`src/rtl/cond_pkg.sv`:
```
// -----------------------------------------------------------------------------
// cond_pkg
//
// Shared definitions for the condition-select path of the microprogrammed
// machine. The sequencer, the microcode assembler and the flag register all
// agree on where each condition lives on the condition bus through the index
// constants below.
//
// Contents:
//   COND_TRUE      - bit index of the constant-1 (unconditional) condition
//   COND_Z/N/C/V   - bit indices of the registered ALU status flags
//   COND_EVT_BASE  - bit index of the first sticky external event flag
//   alu_flags_t    - packed bundle of the four ALU status flags
//   evt_index()    - condition-bus index of event flag i
// -----------------------------------------------------------------------------
package cond_pkg;

    localparam int COND_TRUE     = 0;
    localparam int COND_Z        = 1;
    localparam int COND_N        = 2;
    localparam int COND_C        = 3;
    localparam int COND_V        = 4;
    localparam int COND_EVT_BASE = 5;

    // The four ALU flags always load together, so they travel as one word.
    typedef struct packed {
        logic v;
        logic c;
        logic n;
        logic z;
    } alu_flags_t;

    // Position of external event i on the condition bus.
    function automatic int evt_index(input int i);
        return COND_EVT_BASE + i;
    endfunction

endpackage : cond_pkg

```
`src/rtl/sync_edge_detect.sv`:
```
// -----------------------------------------------------------------------------
// sync_edge_detect
//
// Brings one asynchronous level input into the clk domain through a chain of
// SYNC_STAGES flip-flops and produces a single-cycle pulse on each low-to-high
// transition of the synchronized level.
//
// Ports:
//   clk       in   system clock
//   rst       in   asynchronous active-high reset; clears the chain and prev
//   async_in  in   asynchronous level input
//   rise      out  one-cycle pulse when the synchronized level goes 0 -> 1
//
// Because prev resets to 0, a level that is already high when reset releases
// is reported as one rise once it has crossed the synchronizer.
// -----------------------------------------------------------------------------
module sync_edge_detect #(
    parameter int SYNC_STAGES = 2
) (
    input  logic clk,
    input  logic rst,
    input  logic async_in,
    output logic rise
);

    logic [SYNC_STAGES-1:0] sync_chain;
    logic                   sync_level;
    logic                   prev;

    // Stage 0 samples the raw input; the last stage is the synchronized level.
    always_ff @(posedge clk or posedge rst) begin
        if (rst) begin
            sync_chain <= '0;
        end else begin
            sync_chain <= {sync_chain[SYNC_STAGES-2:0], async_in};
        end
    end

    assign sync_level = sync_chain[SYNC_STAGES-1];

    always_ff @(posedge clk or posedge rst) begin
        if (rst) begin
            prev <= 1'b0;
        end else begin
            prev <= sync_level;
        end
    end

    assign rise = sync_level & ~prev;

endmodule : sync_edge_detect

```
`src/rtl/cond_flag_register.sv`:
```
// -----------------------------------------------------------------------------
// cond_flag_register
//
// Producer side of the condition-select path. Registers the ALU status flags,
// turns asynchronous external events into sticky synchronized flags, and
// presents everything as one condition bus indexed by the sequencer's
// condition multiplexer.
//
// Condition bus layout:
//   bit 0                       constant 1 (unconditional branch)
//   bits 1..4                   Z, N, C, V
//   bits 5..5+EXT_BITS-1        sticky event flags EVT[i]
//   remaining bits              constant 0
//
// Ports:
//   clk        in   system clock
//   rst        in   asynchronous active-high reset
//   alu_z      in   ALU zero flag
//   alu_n      in   ALU negative flag
//   alu_c      in   ALU carry flag
//   alu_v      in   ALU overflow flag
//   flags_we   in   load all four ALU flags at this edge
//   ext_in     in   asynchronous event inputs (levels)
//   ack_valid  in   sequencer consumed the condition selected by ack_sel
//   ack_sel    in   index of the consumed condition bit
//   cond_bits  out  condition bus (registers and constants only)
//
// Parameters must satisfy 5 + EXT_BITS <= 2**SEL_BITS and SYNC_STAGES >= 2.
// -----------------------------------------------------------------------------
module cond_flag_register
    import cond_pkg::*;
#(
    parameter int SEL_BITS    = 3,
    parameter int EXT_BITS    = 2,
    parameter int SYNC_STAGES = 2
) (
    input  logic                   clk,
    input  logic                   rst,
    input  logic                   alu_z,
    input  logic                   alu_n,
    input  logic                   alu_c,
    input  logic                   alu_v,
    input  logic                   flags_we,
    input  logic [EXT_BITS-1:0]    ext_in,
    input  logic                   ack_valid,
    input  logic [SEL_BITS-1:0]    ack_sel,
    output logic [2**SEL_BITS-1:0] cond_bits
);

    localparam int COND_W = 2**SEL_BITS;

    alu_flags_t          flags;
    alu_flags_t          flags_in;
    logic [EXT_BITS-1:0] evt;
    logic [EXT_BITS-1:0] evt_next;
    logic [EXT_BITS-1:0] evt_rise;
    logic [EXT_BITS-1:0] evt_clr;

    // -------------------------------------------------------------------------
    // ALU flag register: all four flags load together or not at all.
    // -------------------------------------------------------------------------
    assign flags_in = '{v: alu_v, c: alu_c, n: alu_n, z: alu_z};

    always_ff @(posedge clk or posedge rst) begin
        if (rst) begin
            flags <= '0;
        end else if (flags_we) begin
            flags <= flags_in;
        end
    end

    // -------------------------------------------------------------------------
    // One synchronizer plus rise detector per external event input.
    // -------------------------------------------------------------------------
    for (genvar gi = 0; gi < EXT_BITS; gi++) begin : g_evt_sync
        sync_edge_detect #(
            .SYNC_STAGES (SYNC_STAGES)
        ) u_sync (
            .clk      (clk),
            .rst      (rst),
            .async_in (ext_in[gi]),
            .rise     (evt_rise[gi])
        );
    end

    // -------------------------------------------------------------------------
    // Sticky event flags. An acknowledge only clears the event it addresses;
    // acknowledges of the ALU flags, the constant bits or unused bits match
    // no event and fall through harmlessly.
    // -------------------------------------------------------------------------
    always_comb begin
        evt_clr = '0;
        for (int i = 0; i < EXT_BITS; i++) begin
            evt_clr[i] = ack_valid && (int'(ack_sel) == evt_index(i));
        end
    end

    // A rise arriving in the same cycle as the acknowledge of that event must
    // not be lost, so the set term is OR-ed in after the clear.
    assign evt_next = evt_rise | (evt & ~evt_clr);

    always_ff @(posedge clk or posedge rst) begin
        if (rst) begin
            evt <= '0;
        end else begin
            evt <= evt_next;
        end
    end

    // -------------------------------------------------------------------------
    // Condition bus: pure wiring of registers and constants.
    // -------------------------------------------------------------------------
    always_comb begin
        cond_bits            = '0;
        cond_bits[COND_TRUE] = 1'b1;
        cond_bits[COND_Z]    = flags.z;
        cond_bits[COND_N]    = flags.n;
        cond_bits[COND_C]    = flags.c;
        cond_bits[COND_V]    = flags.v;
        for (int i = 0; i < EXT_BITS; i++) begin
            if (evt_index(i) < COND_W) begin
                cond_bits[evt_index(i)] = evt[i];
            end
        end
    end

endmodule : cond_flag_register
```
`config.mk`:
```
export PLATFORM = sky130hd
export DESIGN_NAME = cond_flag_register
export DESIGN_NICKNAME = d
export VERILOG_FILES = /design/src/rtl/cond_pkg.sv /design/src/rtl/sync_edge_detect.sv /design/src/rtl/cond_flag_register.sv
export SDC_FILE = /design/constraint.sdc
export NUM_CORES = 1
export LEC_CHECK = 0
export ABC_AREA = 1
export CAP_MARGIN = 20
export CORE_MARGIN = 2
export CORE_UTILIZATION = 33
export CTS_CLUSTER_DIAMETER = 30
export CTS_CLUSTER_SIZE = 10
export DETAILED_ROUTE_END_ITERATION = 12
export PLACE_DENSITY = 0.78
export SKIP_CTS_REPAIR_TIMING = 1
export SYNTH_ARGS = -nofsm -noshare
export SYNTH_HDL_FRONTEND = slang
export SYNTH_SLANG_ARGS = --single-unit
export TNS_END_PERCENT = 10
```
`constraint.sdc`:
```
create_clock -name clk -period 0.8 [get_ports clk]
set_input_delay 0.08 -clock clk [delete_from_list [all_inputs] [get_ports clk]]
set_output_delay 0.08 -clock clk [all_outputs]
set_load 0.03 [all_outputs]
```
==> impl_results.md, run 1 <==
* Status: finished, violations left
* Violated checks: negative setup slack
* Setup WS pre-CTS at -0.150 ns
* Die ar. at 1630 um2
* Simple logic cell fraction of the synthesized area at 0.129
* Cell count after synthesis at 45
* CP Data Required Time at 0.72 ns
* Max Buffers Root-to-Sink at 2
* Yosys reg bits at 12
* PortBufs at 18
* CTS buffer count at 3
* Min-delay worst type: in2async
* RSZ-0062 raised after global routing: yes
* Layout Skew at 0.000652 ns
* Final Util at 0.536
* Critical Path Start Type: register
* Routed len/inst at 8.68 um
* Setup ws final at -0.0897 ns
* CTS H-tree lvls at 1
* CTS clk-pin slew, worst paths at 0.07 ns
* Syn. warnings at 0
* Critical Path Max Stage Delay at 0.40 ns
* Initial antenna violation count at 0
* P&R area growth vs syn at 55.6%
* Routed WL at 712 um
* Post-layout minimum cycle time at 0.890 ns
* Largest net degree at the start of global routing at 13
* Post-synthesis mux area share at 0
* I/O pins at 21
* Pleak at 0.000351 uW
* Remaining DRCs at 0
* Top cell type's share of synthesized area at 0.688
* Synth Area in XOR/XNOR at 0
* Non-Filler Instances at 82
* Commonest cells post-synth: 13 x nand2_1, 12 x dfrtp_1, 10 x inv_1, 4 x o21ai_0
* Max Clk Rate at 1120 MHz
* Core Box Area at 1270 um2
* Buf/Inv on CP at 1
* TNS Setup at -0.474 ns
* Delay-heaviest family, CP: flip-flops
* Post-synth EDFFs at 0
* Final Slew Violations at 0
* Fill cells at 125
* Final Instance Area at 679 um2
* Max Cap Violations at 0
* Post-synthesis adder-cell area fraction at 0
* Net Count, Synth at 58
* Crit path kind: reg2out
* Critical Path Fanout Max at 2
* PwrDens at 2040 nW/um2
* Final setup viols at 6
* Share of layout cells above drive strength 1 at 0.179
* Critical Path End Type: output pin
* CP max stage cell: dfrtp_1
* Starting Density at 0.344
* Synth top area cells: dfrtp_1 69%, nand2_1 11%, inv_1 8.6%, o21ai_0 4.6%, buf_4 3.4%
* Fin. Hold Viols at 0
* Area leader, netlist: dfrtp_1
* First-pass GRT wire length at 1.04 mm
* # rows at 13
* Cell Chain, Critical Path: buf_6
* Synthesized area at 437 um2
* Die H at 40.4 um
* Starting DRT DRC Count at 6
* Final GP Congestion at 0.577
* Compound-Gate Fraction of Synth Area at 0.0458
* Root Driver: clkbuf_4
* Placed cell count at 77
* Routed vias/inst at 3.91
* Max IR drop VDD at 0.00100 V
* CTS tree: built
* CP Data Arrival Time at 0.81 ns
* Synth cell types at 7
* Clock latency on the worst-skew pair at 0.26 ns
* Via count at 321
* Top-count cell post-synth: nand2_1
* Most common flop cell mapped by yosys: dfrtp_1
* TritonCTS Sinks at 12
* Final HPWL DP at 531 um
* Die W at 40.4 um
* Synthesized area per cell at 9.70 um2
* Vias in the first global route at 249
* Sequential element share of the synthesized area at 0.688
* Combinational family with the most area after synthesis: simple AND/OR/NAND/NOR gates
* Final nets at 81
* DR pass1 iterations at 2
* Total track usage at 0.102
* Overflow after GRT at 0
* Crit share post-route at 1.11
* Diode count at 0
* Post-Place Cell Area at 613 um2
* Routed Antenna Nets at 0
* Post-synth ARST share at 1.00
==> logic make-up after synthesis <==
kind of cell	Yosys count
compound gates	4
flops	12
simple gates	15
other cells	2
buf+inv	12
==> placed cells by master (no fill, tap or decap) <==
| master | instances |
|---|---|
| clkdlybuf4s50_1 | 12 |
| conb_1 | 2 |
| o21ai_0 | 4 |
| buf_4 | 2 |
| buf_6 | 6 |
| clkbuf_8 | 1 |
| nand2_1 | 13 |
| clkbuf_4 | 3 |
| dfrtp_1 | 12 |
| nor2_1 | 2 |
| inv_1 | 10 |
==> flip-flops by register name (all words and copies together) (netlist names) <==
register                      cells
evt                               2
g_evt_sync.u_sync.sync_chain      4
g_evt_sync.u_sync.prev            2
cond_bits                         4
==> metal layers <==
layer / global-route usage / part of all wire / vias to the layer above
li1: - / - / 167
met1: 0.132 / 0.40 / 136
met2: 0.139 / 0.49 / 18
met3: 0.0500 / 0.11 / 0
met4: 0.0500 / 0 / 0
met5: 0 / 0 / -
==> path summary, 6_finish.rpt <==
path | start | endpoint | slack, ns | cells after the start
setup reg to reg | cond_bits[2] | cond_bits[2] | 0.05 | 3
hold / removal | rst | cond_bits[4] | 0.09 | 3
max in group asynchronous | rst | evt[0] | 0.56 | 3
min in group clk | ext_in[1] | g_evt_sync[1].u_sync.sync_chain[0] | 0.25 | 1
hold reg to reg | g_evt_sync[0].u_sync.sync_chain[0] | g_evt_sync[0].u_sync.sync_chain[1] | 0.35 | 0
setup / recovery | cond_bits[2] | cond_bits[2] | -0.09 | 1
==> metrics by stage <==
step	hold WS, ns	total power, uW
floorplan	-0.0553	795
global placement	0.333	903
detailed placement	0.336	909
CTS	0.0871	1380
global route	0.122	1460
finish	0.0901	1390
==> layout make-up <==
cell class                      instances  area [um2]  share of cell area
Sequential cell                        12         300               0.442
Timing Repair Buffer                   20         203               0.298
Multi-Input combinational cell         21        83.8               0.123
Inverter                               10        37.5              0.0552
Clock buffer                            4        36.3              0.0534
Tap cell                               15        18.8              0.0276
==> report_power, final <==
| group | internal (uW) | switching [uW] |
|---|---|---|
| Sequential | 649 | 25.0 |
| Clock | 276 | 187 |
| Combinational | 126 | 124 |
Note: power is estimated with default switching activity, not from simulation.
==> run 2, diff against run 1 <==
Settings changed: CAP_MARGIN 20 to default.
==> results of run 2 <==
No change in the layout: final DEF, timing and power equal those of run 1.
==> run 3, diff against run 2 <==
Settings changed: CORE_AREA from default to 2 2 39 41, CORE_MARGIN 2 to default, CORE_UTILIZATION 33 to default, DIE_AREA from default to 0 0 41 43, PLACE_DENSITY 0.78 to 0.75.
Clock period 0.8 ns to 1 ns, I/O delays scaled along.
==> impl_results.md, run 3 (synthesis gave the netlist of run 1 again) <==
* Max Buffers Root-to-Sink at 2
* P&R area growth vs syn at 49.0%
* Die W at 41 um
* Post-layout minimum cycle time at 0.935 ns
* CP Data Required Time at 0.90 ns
* CP Data Arrival Time at 0.84 ns
* TritonCTS Sinks at 12
* Remaining DRCs at 0
* Clock latency on the worst-skew pair at 0.26 ns
* Final setup viols at 0
* Largest net degree at the start of global routing at 13
* DR pass1 iterations at 1
* Max Cap Violations at 0
* Delay-heaviest family, CP: flip-flops
* RSZ-0062 raised after global routing: no
* Critical Path End Type: output pin
* Initial antenna violation count at 0
* Total power draw at 1080 uW
* Root Driver: clkbuf_4
* CTS H-tree lvls at 1
* Layout Skew at 0.000657 ns
* Final nets at 80
* CTS tree: built
* Critical Path Fanout Max at 2
* I/O pins at 21
* Total track usage at 0.110
* Share of layout cells above drive strength 1 at 0.167
* Leading cell types in the layout, fill and taps excluded: 13 x nand2_1, 12 x dfrtp_1, 12 x clkdlybuf4s50_1
* Routed vias/inst at 3.90
* Routed Antenna Nets at 0
* TNS Setup at 0 ns
* Min-delay worst type: in2async
* Final GP Congestion at 0.563
* Crit share post-route at 0.935
* Buf/Inv on CP at 1
* PortBufs at 18
* Fin. Hold Viols at 0
* CTS clk-pin slew, worst paths at 0.07 ns
* Routed len/inst at 8.78 um
* Critical Path Max Stage Delay at 0.40 ns
* Routed WL at 720 um
* Placed cell count at 78
* Commonest non-fill, non-tap cell in the layout: nand2_1
* Tightest hold margin at 0.118 ns
* Vias in the first global route at 340
* Pleak at 0.000339 uW
* # rows at 14
* Max Clk Rate at 1070 MHz
* PwrDens at 1670 nW/um2
* Cell Chain, Critical Path: buf_4
* CP max stage cell: dfrtp_1
* Overflow after GRT at 0
* Diode count at 0
* Critical Path Start Type: register
* Core Box Area at 1380 um2
* Final HPWL DP at 589 um
* Via count at 320
* First-pass GRT wire length at 1.29 mm
* Starting Density at 0.316
* Status: complete, no violations
* Starting DRT DRC Count at 0
* Non-Filler Instances at 82
* Die H at 43 um
* Die ar. at 1760 um2
* Crit path kind: reg2out
* Max IR drop VDD at 0.000953 V
* Final Slew Violations at 0
* CTS buffer count at 3
run 3: cell count changes in the layout (fill, tap and decap cells not counted):
cell,delta
buf_4,+5
buf_6,-6
run 3: final timing paths:
check,startpoint,end,slack [ns],cells after the start
max in group asynchronous,rst,g_evt_sync[0].u_sync.sync_chain[1],0.74,3
worst max register to register,cond_bits[4],cond_bits[4],0.35,2
worst min register to register,g_evt_sync[1].u_sync.sync_chain[0],g_evt_sync[1].u_sync.sync_chain[1],0.35,0
worst max-delay path,cond_bits[4],cond_bits[4],0.06,1
min in group clk,ext_in[0],g_evt_sync[0].u_sync.sync_chain[0],0.27,1
worst min-delay path,rst,cond_bits[4],0.12,3
run 3: worst register-to-register path: stages (launching register included):
cell and delay, ns:
dfrtp_1 0.40, inv_1 0.06, o21ai_0 0.07
run 3: cell type report:
class                      count  area (um2)
tap                           16        20.0
fill                         131         733
inverter                      10        37.5
clock buffer                   4        36.3
multi-input combinational     21        83.8
timing repair buffer          19         173
sequential                    12         300
run 3: through the flow:
stage	util	worst slack [ns]	area [um2]
finish	0.470	0.0649	651
detailed placement	0.444	0.0139	614
global placement	0.444	0.0455	614
global route	0.470	0.0239	651
floorplan	-	0.253	437
CTS	0.470	0.0527	651
run 3: per-layer routing:
layer / routed length, um / GRT usage / vias up
met5: 0 / 0 / -
met4: 0 / 0.0600 / 0
met3: 87 / 0.0366 / 0
met2: 357 / 0.172 / 18
met1: 276 / 0.124 / 136
li1: - / - / 166
run 3: where the power goes:
group          switching [uW]  total (uW)  internal (uW)
sequential               16.6         535            519
clock                     146         367            221
combinational            98.5         182           83.6
==> RTL change 1 (flow settings as in run 2) <==
Change the parameter `SEL_BITS` from 3 to 4.
--- a/src/rtl/cond_flag_register.sv
+++ b/src/rtl/cond_flag_register.sv
@@ -30,7 +30,7 @@
 module cond_flag_register
     import cond_pkg::*;
 #(
-    parameter int SEL_BITS    = 3,
+    parameter int SEL_BITS    = 4,
     parameter int EXT_BITS    = 2,
     parameter int SYNC_STAGES = 2
 ) (
Ports: changed (resized ack_sel and cond_bits); port bits go from 21 to 30. The function was not compared with the original's and may differ.
==> RTL change 1 against run 2 <==
  * Routed wire length increased by 7.3%
  * Setup slack got worse by 7.1 ps
  * Synthesized area increased by 14%
  * Register-to-register slack worse by 50 ps
  * Sequential share of layout area fell by 1.8 points
  * Final area up 5.9%
  * Clock power shrank 0.9%
  * Largest power group unchanged
  * Clock skew is 2.1 ps higher
  * The run still ends with negative setup slack left
  * Global-route usage down 0.96 points
  * Sequential cell count stayed put
  * Sequential power barely moved
  * Power increased by 3.4%
  * Hold slack lost 2.0 ps
==> RTL change 1: results (changes against run 2) <==
- Crit path max fanout: 2 (unchanged)
- # fillers: 133 (+6.4%)
- Final setup violating endpoints: 6 (unchanged)
- RePlAce Congestion: 0.621 (+7.6%)
- Hold slack final: 88.1 ps (-1.95 ps)
- CTS Buffer Depth: 2 (unchanged)
- Met2 wire len: 383 um (+10%)
- Number of global-route vias before repair: 336 (+35%)
- Critical-path top delay cell: dfrtp_2
- Routed vias/inst: 4.00 (+2.2%)
- # port buffers: 19 (+1)
- WL met1: 247 um (-14%)
- DR top layer: met3
- Synth cell types: 8 (+1)
- Switching fraction of total power: 26.1% (+1.9 points)
- Worst R2R Path Depth: 1 (-2)
- Mapped Cells: 46 (+2.2%)
- Max incr delay on CP: 420 ps (+20 ps)
- Worst skew pair latency: 260 ps (about the same)
- VDD IR max: 0.000949 V (-5.2%)
- Global Route met2 Usage: 15.8% (+1.9 points)
- CP arrival: 820 ps
- H-tree levels: 1 (unchanged)
- Met3 WL: 134 um (+79%)
- Outcome: finished with violations
- Total CTS buffers: 3 (unchanged)
- Reg2reg start: cond_bits[4]
- Total track usage: 9.23% (-0.96 points)
- Global Route met3 Usage: 3.83% (-1.2 points)
- Fin Clk Skew: 2.76 ps (+2.11 ps)
- List of most frequent post-synthesis cells: dfrtp_1, buf_4, nand2_1
- Static Leak: 0.000365 uW (+3.8%)
- Dpl ws: -323 ps (-173 ps)
- Syn-to-layout area delta: 44.8%
- Setup_tns: -516 ps (-42.0 ps)
- Reg2reg end: cond_bits[4]
- GR Util met1: 9.14% (-4.1 points)
- Clock Pin Slew Worst Setup and Hold Paths: 70 ps (about the same)
- R2r setup slk: 0 ps (-50 ps)
- First-pass GRT wire length: 1.26 mm (+21%)
- Logic gate share of total power: 20.8% (+2.8 points)
- Clock network power share: 32.0% (-1.4 points)
- Placed Cells incl. Taps: 79 (+2.6%)
- Violated checks: negative setup slack
- Drt pass-1 iters: 2 (unchanged)
- Fraction of layout cells with a size suffix above 1: 27.9% (+10 points)
- Final worst slack: -96.7 ps (-7.06 ps)
- Fin cells: 83 (+1.2%)
- Seq/Total Area, Yosys: 60.5% (-8.3 points)
- WL final: 764 um (+7.3%)
- Antenna cells: 0 (unchanged)
- P_sw: 374 uW (+11%)
- Post-DP Area: 658 um^2 (+7.3%)
- CTS Root Cell: clkbuf_4
- HPWL after detailed placement: 620 um (+17%)
- Largest cells by area after synthesis: dfrtp_1, buf_4, mux2_2
- Initial DRC count: 3 (-3)
- Yosys warnings: 0 (unchanged)
- Largest delay contributor family on the critical path: flip-flops
## RTL change 1: layout make-up
class | instances | area share, %
Clock buffer | 4 | 5.04
Inverter | 6 | 3.13
Multi-Input combinational cell | 26 | 17.9
Sequential cell | 12 | 42.4
Tap cell | 15 | 2.61
Timing Repair Buffer | 20 | 28.9
## RTL change 1: worst max-delay path by stage
stage,from,endpoint,slack (ps),depth (start not counted)
4_1_cts,cond_bits[4],cond_bits[4],-130,1
3_3_place_gp,flags_we,cond_bits[3],-300,2
2_1_floorplan,cond_bits[1],cond_bits[1],-50,1
6_report,cond_bits[3],cond_bits[3],-100,1
5_1_grt,cond_bits[4],cond_bits[4],-140,1
3_5_place_dp,flags_we,cond_bits[4],-320,2
## RTL change 1: cell families (layout without fill, tap and decap cells)
logic type,count (synthesis),count (layout),share of synthesized area (%)
buffers and inverters,16,30,19.6
and+or+nand+nor,12,12,9.32
muxes,4,4,9.07
DFF,12,12,60.5
other,2,10,1.51
==> RTL change 2 (settings of run 2) <==
Made on the original files. Reset style: synchronous (`rst`), changed in 4 clocked blocks. Comments in the files are not updated.
--- a/src/rtl/sync_edge_detect.sv
+++ b/src/rtl/sync_edge_detect.sv
@@ -28,7 +28,7 @@
     logic                   prev;
 
     // Stage 0 samples the raw input; the last stage is the synchronized level.
-    always_ff @(posedge clk or posedge rst) begin
+    always_ff @(posedge clk) begin
         if (rst) begin
             sync_chain <= '0;
         end else begin
@@ -38,7 +38,7 @@
 
     assign sync_level = sync_chain[SYNC_STAGES-1];
 
-    always_ff @(posedge clk or posedge rst) begin
+    always_ff @(posedge clk) begin
         if (rst) begin
             prev <= 1'b0;
         end else begin
--- a/src/rtl/cond_flag_register.sv
+++ b/src/rtl/cond_flag_register.sv
@@ -61,7 +61,7 @@
     // -------------------------------------------------------------------------
     assign flags_in = '{v: alu_v, c: alu_c, n: alu_n, z: alu_z};
 
-    always_ff @(posedge clk or posedge rst) begin
+    always_ff @(posedge clk) begin
         if (rst) begin
             flags <= '0;
         end else if (flags_we) begin
@@ -99,7 +99,7 @@
     // not be lost, so the set term is OR-ed in after the clear.
     assign evt_next = evt_rise | (evt & ~evt_clr);
 
-    always_ff @(posedge clk or posedge rst) begin
+    always_ff @(posedge clk) begin
         if (rst) begin
             evt <= '0;
         end else begin
Formal check against the unedited RTL: differs if rst is asserted again (counterexample within 4 cycles, from zero or initial values and one cycle with rst high); with rst held inactive, the same outputs for 10 cycles.
==> RTL change 2 against run 2 <==
  * The flow still finishes with violations (negative setup slack)
  * Synthesized area increased by 7.4%
  * Routed wire length increased by 8.0%
  * First-iteration DRC count shrank 67%
  * Global-route usage down 1.0 points
  * Utilization up 0.58 points
  * Final cell count up 20%
  * Power decreased by 2.3%
  * Final area is 5.0% higher
  * Setup slack improved by 67 ps
  * Fmax rose by 8.2%
  * Sequential cell count is the same
  * Critical path type unchanged
  * Largest cell class unchanged
==> RTL change 2: results (changes against run 2) <==
- Outcome: finished with violations
- Violated checks: negative setup slack
- VDD IR max: 0.000937 V (-6.4%)
- List of most frequent post-synthesis cells: nor2_1, inv_1, dfxtp_1
- Hold WC Path Type: primary input to flop
- Seq/Total Area, Yosys: 51.2% (-18 points)
- Post-DP Area: 647 um^2 (+5.5%)
- Total track usage: 9.19% (-1.0 points)
- Yosys warnings: 0 (unchanged)
- Max incr delay on CP: 350 ps (-50 ps)
- Syn Nets: 76 (+31%)
- Reg2reg end: evt[1]
- Placed Cells incl. Taps: 94 (+22%)
- Layout Nets: 97 (+20%)
- Number of global-route vias before repair: 354 (+42%)
- Hold slack final: 322 ps (+232 ps)
- WHS Endpoint: g_evt_sync[1].u_sync.sync_chain[0]
- Synth cell types: 10 (+3)
- Post-synth ARST share: 0% (-100 points)
- Final setup violating endpoints: 6 (unchanged)
- # fillers: 129 (+3.2%)
- Reg2reg start: g_evt_sync[1].u_sync.sync_chain[1]
- Fraction of layout cells with a size suffix above 1: 24.1% (+6.2 points)
- Clock Pin Slew Worst Setup and Hold Paths: 80 ps
- Static Leak: 0.000337 uW (-4.1%)
- Final Util: 54.1% (+0.58 points)
- WL final: 769 um (+8.0%)
- Final worst slack: -22.4 ps (+67.2 ps)
- R2r setup slk: 190 ps (+140 ps)
- Critical-path top delay cell: dfxtp_2
- RePlAce Congestion: 0.672 (+16%)
- Worst R2R Path Depth: 4 (+1)
- Synth Flop Type: dfxtp_1
- Largest cells by area after synthesis: dfxtp_1, nor2_1, inv_1
- Fin cells: 98 (+20%)
- Fin Clk Skew: 3.80 ps (+3.15 ps)
- Routed vias/inst: 3.97 (+1.4%)
- Largest delay contributor family on the critical path: flip-flops
- First-pass GRT wire length: 1.27 mm (+22%)
- Initial DRC count: 2 (-4)
- HPWL after detailed placement: 566 um (+6.7%)
- Mapped Cells: 63 (+40%)
==> RTL change 2: area by class of cell <==
type                       count  share of cell area [%]
tap                           15                    2.63
sequential                    12                    34.7
multi-input combinational     33                    20.2
inverter                      15                    8.25
clock buffer                   4                    5.09
timing repair buffer          19                    29.1
==> RTL change 2: worst reg2reg max path, cell delays in order (launching register included) <==
cell     delay (ps)
dfxtp_1         300
inv_1            80
nor2_4           40
nand2_1          50
nand2_1          40
==> RTL change 2: per-layer routing <==
metal  track usage (%)  share of wire, %  vias to the layer above
li1                  -                 -                      213
met2              14.4                48                       14
met1              11.5                43                      162
met4              3.87                 0                        0
met5                 0                 0                        -
met3              3.04               8.6                        0
==> RTL change 2: report_power, final <==
part | switching [uW] | total [uW] | internal, uW
clock network | 197 | 473 | 276
logic | 113 | 232 | 119
registers | 17.1 | 650 | 633
==> RTL change 2: cell families after synthesis <==
| family | count (synthesis) | synth area share [%] |
|---|---|---|
| compound gates | 4 | 4.27 |
| flops | 12 | 51.2 |
| other cells | 2 | 1.60 |
| simple gates | 27 | 24.8 |
| buf+inv | 18 | 18.1 |
==> RTL change 2: worst max path at each step <==
| stage | start | endpoint | cells after the start |
|---|---|---|---|
| final | cond_bits[3] | cond_bits[3] | 1 |
| after global routing | cond_bits[2] | cond_bits[2] | 1 |
| after CTS | cond_bits[3] | cond_bits[3] | 1 |
| after detailed placement | flags_we | cond_bits[1] | 4 |
| after global placement | rst | cond_bits[1] | 5 |
| after floorplan | evt[0] | evt[0] | 4 |
==> RTL change 2: stage by stage <==
| step | setup slack, ps | TNS (ps) |
|---|---|---|
| final | -22.4 | -88.4 |
| after global routing | -52.0 | -258 |
| after CTS | -73.1 | -374 |
| after detailed placement | -218 | -1890 |
| after global placement | -191 | -1570 |
| after floorplan | 27.1 | 0 |
